[src/rtl/apb_pkg.sv]
// Shared types and default widths for the APB master bridge.
package apb_pkg;

  localparam int APB_ADDR_W = 32;
  localparam int APB_DATA_W = 32;

  typedef enum logic [1:0] {
    IDLE   = 2'd0,
    SETUP  = 2'd1,
    ACCESS = 2'd2
  } apb_state_e;

  typedef struct packed {
    logic [APB_DATA_W-1:0] rdata;
    logic                  err;
    logic                  timeout;
  } apb_rsp_t;

endpackage

[src/rtl/apb_wait_timer.sv]
// Counts PREADY-low ACCESS cycles; pulses expire on the cycle that reaches the limit.
module apb_wait_timer #(
  parameter int TIMEOUT_CYC = 256,
  parameter int CNT_W       = 9
) (
  input  logic PCLK,
  input  logic PRESET,
  input  logic i_clear,
  input  logic i_cnt_en,
  output logic o_expire
);

  localparam logic [CNT_W-1:0] LIMIT = CNT_W'((TIMEOUT_CYC == 0) ? 0 : TIMEOUT_CYC - 1);

  logic [CNT_W-1:0] r_cnt;

  always_ff @(posedge PCLK or posedge PRESET) begin
    if (PRESET)        r_cnt <= '0;
    else if (i_clear)  r_cnt <= '0;
    else if (i_cnt_en) r_cnt <= r_cnt + 1'b1;
  end

  // A zero limit disables the abort entirely.
  assign o_expire = (TIMEOUT_CYC != 0) && i_cnt_en && (r_cnt == LIMIT);

endmodule

[src/rtl/apb_master_bridge.sv]
// Single-outstanding valid/ready to APB initiator with wait-state timeout.
module apb_master_bridge
  import apb_pkg::*;
#(
  parameter int ADDR_W      = APB_ADDR_W,
  parameter int DATA_W      = APB_DATA_W,
  parameter int TIMEOUT_CYC = 256,
  parameter int CNT_W       = 9
) (
  input  logic              PCLK,
  input  logic              PRESET,
  input  logic              cmd_valid,
  output logic              cmd_ready,
  input  logic              cmd_write,
  input  logic [ADDR_W-1:0] cmd_addr,
  input  logic [DATA_W-1:0] cmd_wdata,
  output logic              rsp_valid,
  output logic [DATA_W-1:0] rsp_rdata,
  output logic              rsp_err,
  output logic              rsp_timeout,
  output logic              PSEL,
  output logic              PENABLE,
  output logic              PWRITE,
  output logic [ADDR_W-1:0] PADDR,
  output logic [DATA_W-1:0] PWDATA,
  input  logic [DATA_W-1:0] PRDATA,
  input  logic              PREADY,
  input  logic              PSLVERR
);

  apb_state_e        r_state, w_state_nxt;
  logic              r_psel, r_penable, r_pwrite, r_rsp_valid;
  logic [ADDR_W-1:0] r_paddr;
  logic [DATA_W-1:0] r_pwdata;
  apb_rsp_t          r_rsp, w_rsp_nxt;
  logic              w_accept, w_done, w_wait, w_expire, w_rsp_fire;
  logic              w_psel_nxt, w_penable_nxt;

  assign w_accept = (r_state == IDLE) && cmd_valid;
  assign w_done   = (r_state == ACCESS) && PREADY;
  assign w_wait   = (r_state == ACCESS) && !PREADY;

  apb_wait_timer #(.TIMEOUT_CYC(TIMEOUT_CYC), .CNT_W(CNT_W)) u_timer (
    .PCLK     (PCLK),
    .PRESET   (PRESET),
    .i_clear  (w_accept),
    .i_cnt_en (w_wait),
    .o_expire (w_expire)
  );

  always_ff @(posedge PCLK or posedge PRESET) begin
    if (PRESET) r_state <= IDLE;
    else        r_state <= w_state_nxt;
  end

  always_comb begin
    w_state_nxt = r_state;
    case (r_state)
      IDLE:    if (cmd_valid) w_state_nxt = SETUP;
      SETUP:   w_state_nxt = ACCESS;
      ACCESS:  if (PREADY || w_expire) w_state_nxt = IDLE;
      default: w_state_nxt = IDLE;
    endcase
  end

  // PREADY wins over a coincident timeout because expire requires PREADY low.
  always_comb begin
    w_psel_nxt        = (w_state_nxt != IDLE);
    w_penable_nxt     = (w_state_nxt == ACCESS);
    w_rsp_fire        = w_done || w_expire;
    w_rsp_nxt.rdata   = (w_done && !r_pwrite) ? APB_DATA_W'(PRDATA) : '0;
    w_rsp_nxt.err     = w_done ? PSLVERR : 1'b1;
    w_rsp_nxt.timeout = !w_done;
  end

  always_ff @(posedge PCLK or posedge PRESET) begin
    if (PRESET) begin
      r_psel      <= 1'b0;
      r_penable   <= 1'b0;
      r_pwrite    <= 1'b0;
      r_paddr     <= '0;
      r_pwdata    <= '0;
      r_rsp_valid <= 1'b0;
      r_rsp       <= '0;
    end else begin
      r_psel      <= w_psel_nxt;
      r_penable   <= w_penable_nxt;
      r_rsp_valid <= w_rsp_fire;
      if (w_rsp_fire) r_rsp <= w_rsp_nxt;
      if (w_accept) begin
        r_pwrite <= cmd_write;
        r_paddr  <= cmd_addr;
        r_pwdata <= cmd_wdata;
      end
    end
  end

  assign cmd_ready   = (r_state == IDLE);
  assign PSEL        = r_psel;
  assign PENABLE     = r_penable;
  assign PWRITE      = r_pwrite;
  assign PADDR       = r_paddr;
  assign PWDATA      = r_pwdata;
  assign rsp_valid   = r_rsp_valid;
  assign rsp_rdata   = DATA_W'(r_rsp.rdata);
  assign rsp_err     = r_rsp.err;
  assign rsp_timeout = r_rsp.timeout;

endmodule

[config.mk]
export PLATFORM = sky130hd
export DESIGN_NAME = apb_master_bridge
export DESIGN_NICKNAME = d
export VERILOG_FILES = /design/src/rtl/apb_pkg.sv /design/src/rtl/apb_wait_timer.sv /design/src/rtl/apb_master_bridge.sv
export SDC_FILE = /design/constraint.sdc
export NUM_CORES = 1
export LEC_CHECK = 0
export BUFFER_PORTS_ARGS = -buffer_cell sky130_fd_sc_hd__buf_4
export CAP_MARGIN = 20
export CORE_ASPECT_RATIO = 0.9
export CORE_MARGIN = 2
export CORE_UTILIZATION = 51
export CTS_BUF_LIST = sky130_fd_sc_hd__clkbuf_8
export DETAILED_ROUTE_END_ITERATION = 16
export GPL_ROUTABILITY_DRIVEN = 0
export PLACE_DENSITY = 0.87
export SKIP_LAST_GASP = 1
export SLEW_MARGIN = 20
export SYNTH_ARGS = -nofsm -noshare
export SYNTH_HDL_FRONTEND = slang
export SYNTH_SLANG_ARGS = --single-unit
[constraint.sdc]
create_clock -name PCLK -period 4.8 [get_ports PCLK]
set_input_delay 0.24 -clock PCLK [delete_from_list [all_inputs] [get_ports PCLK]]
set_output_delay 0.24 -clock PCLK [all_outputs]
set_load 0.01 [all_outputs]
[Yosys cells after proc, flatten, opt, wreduce, memory -nomap -nowiden]
Cells that the tools add are included.
Storage, ports and cells
  register bits: 113
  input port bits: 102
  output and inout port bits: 103
  word-level logic and storage cells: 36
Operators by class
  add/subtract/negate cells: 1
  eq/ne operators: 4
  mux-type cells: 7
  reductions and logical operators: 13
Operators with widths (number)
  32-bit 2-to-1 mux: 1
  9-bit 2-to-1 mux: 2
  9-bit by 1-bit adder with 9-bit output, second input constant: 1
  9-bit by 8-bit == test with 1-bit output, second input constant: 1
  2-bit one-hot mux with 3 select lines: 1
  1-bit logical AND: 5
  2-bit == test, second input constant: 2
  2-bit 2-to-1 mux: 2
  2-bit nonzero test: 2
  1-bit logical NOT: 3
  2-bit by 1-bit == test with 1-bit output, second input constant: 1
  2-bit logical NOT: 1
  1-bit logical OR: 2
  1-bit 2-to-1 mux: 1

[Depth between registers and ports, before layout]
  depth in word-level cells: 7
  mapped depth: 7
  mapped depth without buffers: 7

[Modules after synthesis]
A second synthesis with hierarchy kept.
Unflattened totals
  cells, all modules: 285
  area, all modules: 4376.7 um2
By module, submodules not included
  apb_master_bridge: instances 1, cells each 239, area an instance 3917.5 um2
  apb_wait_timer: instances 1, cells each 46, area an instance 459.2 um2

[Worst setup path after synthesis]
OpenSTA, ideal clock, no wires.
  kind: register to register
  start: register u_timer.r_cnt[0]
  end: register r_rsp (netlist bit rsp_rdata[0])
  library setup time: 65 ps
  arrival time: 1484 ps
  required time: 4735 ps
  setup slack: 3250 ps
  stages on the path, launching flop included: 8
  period minus slack after synthesis: 1550 ps
  cell sequence: dfrtp_1 -> ha_1 -> nand3_1 -> nor2_1 -> ha_1 -> o21ai_2 -> buf_2 -> a22o_1
On the way
  longest elaborated chain between the ends: 3
Ends and longest elaborated chain
  start, declared: line apb_wait_timer.sv:15  | logic [CNT_W-1:0] r_cnt;
  start signal, assigned: line apb_wait_timer.sv:20  | else if (i_cnt_en) r_cnt <= r_cnt + 1'b1;
  9-bit by 8-bit == test with 1-bit output: line apb_wait_timer.sv:24  | assign o_expire = (TIMEOUT_CYC != 0) && i_cnt_en && (r_cnt == LIMIT);
  1-bit logical AND: line apb_wait_timer.sv:24
  1-bit logical OR: line apb_master_bridge.sv:70  | w_rsp_fire = w_done || w_expire;
  end signal, assigned: line apb_master_bridge.sv:89  | if (w_rsp_fire) r_rsp <= w_rsp_nxt;
  end, declared: line apb_master_bridge.sv:35  | apb_rsp_t r_rsp, w_rsp_nxt;
Every way passes these cells.
A chain may end at the register's enable or synchronous reset.

[Final worst setup path]
  start: register r_state[0]
  end: register u_timer.r_cnt[1]
On the way
  longest elaborated chain between the ends: 3
  elaborated cells on any way between the ends: 6
  those cells by class: eq/ne (1); mux (1); reduce/logical (4)
Ends and longest elaborated chain
  start, declared: line apb_master_bridge.sv:31  | apb_state_e r_state, w_state_nxt;
  start signal, assigned: line apb_master_bridge.sv:53  | else r_state <= w_state_nxt;
  2-bit == test or 2-bit logical NOT (tied branches): line apb_master_bridge.sv:41, apb_master_bridge.sv:39
  1-bit logical AND (on tied branches): line apb_master_bridge.sv:41, apb_master_bridge.sv:39
  2-bit nonzero test (no source line) or 9-bit 2-to-1 mux (tied branches)
Several ways; a longest one is shown, not always the timed one.

==> impl_metrics.py <==
metrics = {
    "yosys": {
        "avgSynthCellArea_um2": 10.4,
        "synth_top_cell_by_area": "dfrtp_1",
        "syn_nets": 518,
        "synth_top_area_frac": 0.655,
        "ys_seq_area_frac": 0.655,
        "yosysMostFrequentCell": "nand2_1",
        "synth_edf_count": 0,
        "postSynthCellCount": 414,
        "syn_area_um2": 4320,
        "synth.area.top_cells": "dfrtp_1 (65%), nand2_1 (17%), a22o_1 (6.7%)",
        "ys_types": 32,
        "ys_async_sr_fraction": 1.00,
        "synth_common_cells": "nand2_1 (199), dfrtp_1 (113), a22o_1 (33), buf_2 (12)",
        "ys_seq_elements": 113,
        "synthFlopType": "dfrtp_1",
        "ys_warn_count": 0,
    },
    "place": {
        "io_buffers": 204,
        "hpwlAfterDp_mm": 7.93,
        "dp.cells": 699,
        "dpl_cell_area_um2": 5870,
    },
    "setup_path": {
        "crit_path_start": "r_state[0]",
        "slowest_delay_ps": 640,
        "cp.depth": 4,
        "critPathSlowestCell": "clkinv_2",
        "path_max_fanout": 71,
        "rr_endpoint": "u_timer.r_cnt[1]",
        "r2r_cells": 4,
        "endpoint": "u_timer.r_cnt[1]",
        "worst-setup-path-type": "flip-flop to flip-flop",
        "worstReg2RegStart": "r_state[0]",
        "arrival_ps": 2400,
        "cp_top_family": "simple AND/OR/NAND/NOR gates",
        "end_kind": "flip-flop",
        "cp.required_ps": 5100,
        "r2r_slack_ps": 2690,
        "crit_chain": "or3b_2, clkinv_2, nor2_1, a22o_1",
        "start_kind": "flip-flop",
        "path_buf_inv": 1,
    },
    "sta": {
        "finalSetupTns_ps": 0,
        "drv_slew": 0,
        "tightest_slew_ps": 924,
        "period_needed_ps": 2110,
        "rsz0062_at_grt": "false",
        "hold_viol": 0,
        "relSlewSlack": 0.384,
        "post-route-period-util": 0.439,
        "fin_skew_ps": 10.9,
        "final-setup-viol-count": 0,
        "fmax_mhz": 475,
    },
    "status": {
        "status": "complete, no violations",
    },
    "global_route": {
        "grt_first_pass_wirelength_mm": 18.7,
        "grt_remaining_overflow": 0,
        "antenna_found_initial": 0,
        "grt_max_degree": 72,
        "grt_use_total": 0.262,
        "grt_pass1_vias": 3908,
    },
    "clock_tree": {
        "clk_path_buf_depth": 2,
        "clock_latency_ps": 420,
        "clk_pin_slew_worst_paths_ps": 70,
        "post_cts_buffers": 0,
        "numClockSinks": 113,
        "root_buffer": "clkbuf_8",
        "cts_tree": "yes",
        "cts_buffers": 17,
        "ctsHtreeMaxLevel": 4,
    },
    "floorplanning": {
        "start_util": 0.530,
        "io-pin-count": 205,
        "die_x_um": 101,
        "dieArea_um2": 9220,
        "num_rows": 31,
        "core_um2": 8150,
        "die_height_um": 91.3,
    },
    "power": {
        "combinationalPowerShare": 0.397,
        "leakagePower_nw": 3.58,
        "p_sw_mw": 1.42,
        "sw_frac_of_total": 0.361,
        "p_clk_frac": 0.196,
        "powerDensity_nw_per_um2": 601,
        "p_int_mw": 2.51,
        "p_seq_frac": 0.407,
        "ir_worst_vdd_mv": 0.297,
    },
    "cells_and_area": {
        "multiInputGateArea_um2": 1350,
        "final_area_um2": 6550,
        "nFillCells": 505,
        "drive_gt1_frac": 0.366,
        "seq_area_um2": 2830,
        "area_growth_pct": 51.5,
        "diodes": 0,
        "final-instance-count-excl-fill": 763,
        "final_nets": 756,
    },
    "route": {
        "vias_per_cell": 5.13,
        "drt_wl_total_mm": 12.8,
        "remaining_drc_errors": 0,
        "antenna_left": 0,
        "drt-wirelength-per-cell_um": 16.8,
        "vias": 3916,
        "drtIter0Drc": 185,
        "first_pass_iters": 4,
    },
    "min_path": {
        "hp-class": "input pin to flip-flop",
        "min_path_cells": 3,
    },
    "job": {
        "cap_violations": 0,
    },
}
-- through the flow --
step / total power [mW] / util / worst slack, ps / hold slack (ps)
floorplan: 2.30 / - / 1570 / 326
global placement: 3.05 / 0.720 / 2770 / 429
detailed placement: 3.12 / 0.721 / 2730 / 432
CTS: 3.90 / 0.780 / 2710 / 0.169
global route: 4.17 / 0.804 / 2550 / -1.21
finish: 3.93 / 0.804 / 2690 / 14.9
-- worst min-delay path by stage --
stage / to / from / slack, ps
detailed placement: PADDR[13] / cmd_addr[13] / 430
CTS: PADDR[12] / cmd_addr[12] / 0.2
global route: PADDR[9] / cmd_addr[9] / -1
global placement: PADDR[9] / cmd_addr[9] / 430
finish: PWDATA[15] / cmd_wdata[15] / 10
floorplan: rsp_timeout / PREADY / 330
-- timing repair --
item,CTS,global route
hold endpoints to repair,14,19
gates resized for setup,0,0
hold buffers,14,19
-- metal layers --
layer  GRT usage  wire (um)  vias to the layer above  part of all wire
li1            -          -                     1817                 -
met1       0.314       4920                     1875              0.38
met2       0.420       6510                      188              0.51
met3      0.0985       1060                       36             0.083
met4       0.122        360                        0             0.028
met5           0          0                        -                 0
-- final cells by class --
type | instances | share of cell area
clock buffer | 20 | 0.0421
multi-input combinational | 276 | 0.206
tap | 99 | 0.0189
timing repair buffer | 240 | 0.288
inverter | 4 | 0.00287
sequential | 113 | 0.432
clock inverter | 11 | 0.0101
-- cell families (layout without fill, tap and decap cells) --
group / count (synthesis) / in the layout / share of synthesized area
simple gates: 225 / 225 / 0.210
flops: 113 / 113 / 0.655
compound gates: 44 / 44 / 0.0837
buf+inv: 25 / 275 / 0.0350
mux: 3 / 3 / 0.00695
fa+ha+maj: 2 / 2 / 0.00579
xor+xnor: 2 / 2 / 0.00406
-- sequential cells by signal, summed over array words and instances, names as in the netlist --
name	flops
PSEL	1
rsp_valid	1
PADDR	32
rsp_rdata	32
rsp_err	1
PWRITE	1
u_timer.r_cnt	9
PWDATA	32
r_state	2
PENABLE	1
rsp_timeout	1
-- worst min-delay path, delay by kind of cell --
family / cells / cell delay (ps)
AND/OR/NAND/NOR: 2 / 80
buffers and inverters: 1 / 80
-- power by group through the flow --
stage | sequential [mW] | combinational [mW] | clock, mW
4_1_cts | 1.59 | 1.53 | 0.778
3_5_place_dp | 1.60 | 1.52 | 0
3_3_place_gp | 1.58 | 1.47 | 0
6_report | 1.60 | 1.56 | 0.770
2_1_floorplan | 1.75 | 0.553 | 0
5_1_grt | 1.65 | 1.69 | 0.831
-- cells in the final DEF (no fill, tap or decap), types with 2 or more instances in the layout --
master	Yosys	layout
xnor2_1	2	2
a21oi_1	4	4
nor3_1	2	2
clkinv_2	1	6
clkbuf_8	0	20
a22o_1	33	33
buf_4	7	207
nand4_1	3	3
dfrtp_1	113	113
clkinvlp_4	0	5
inv_1	3	3
dlygate4sd3_1	0	33
nor2_1	7	6
nand2b_1	3	3
a21o_1	3	3
ha_1	2	2
nand2_1	199	199
mux2i_1	3	3
Power figures use the tool's default switching activity.
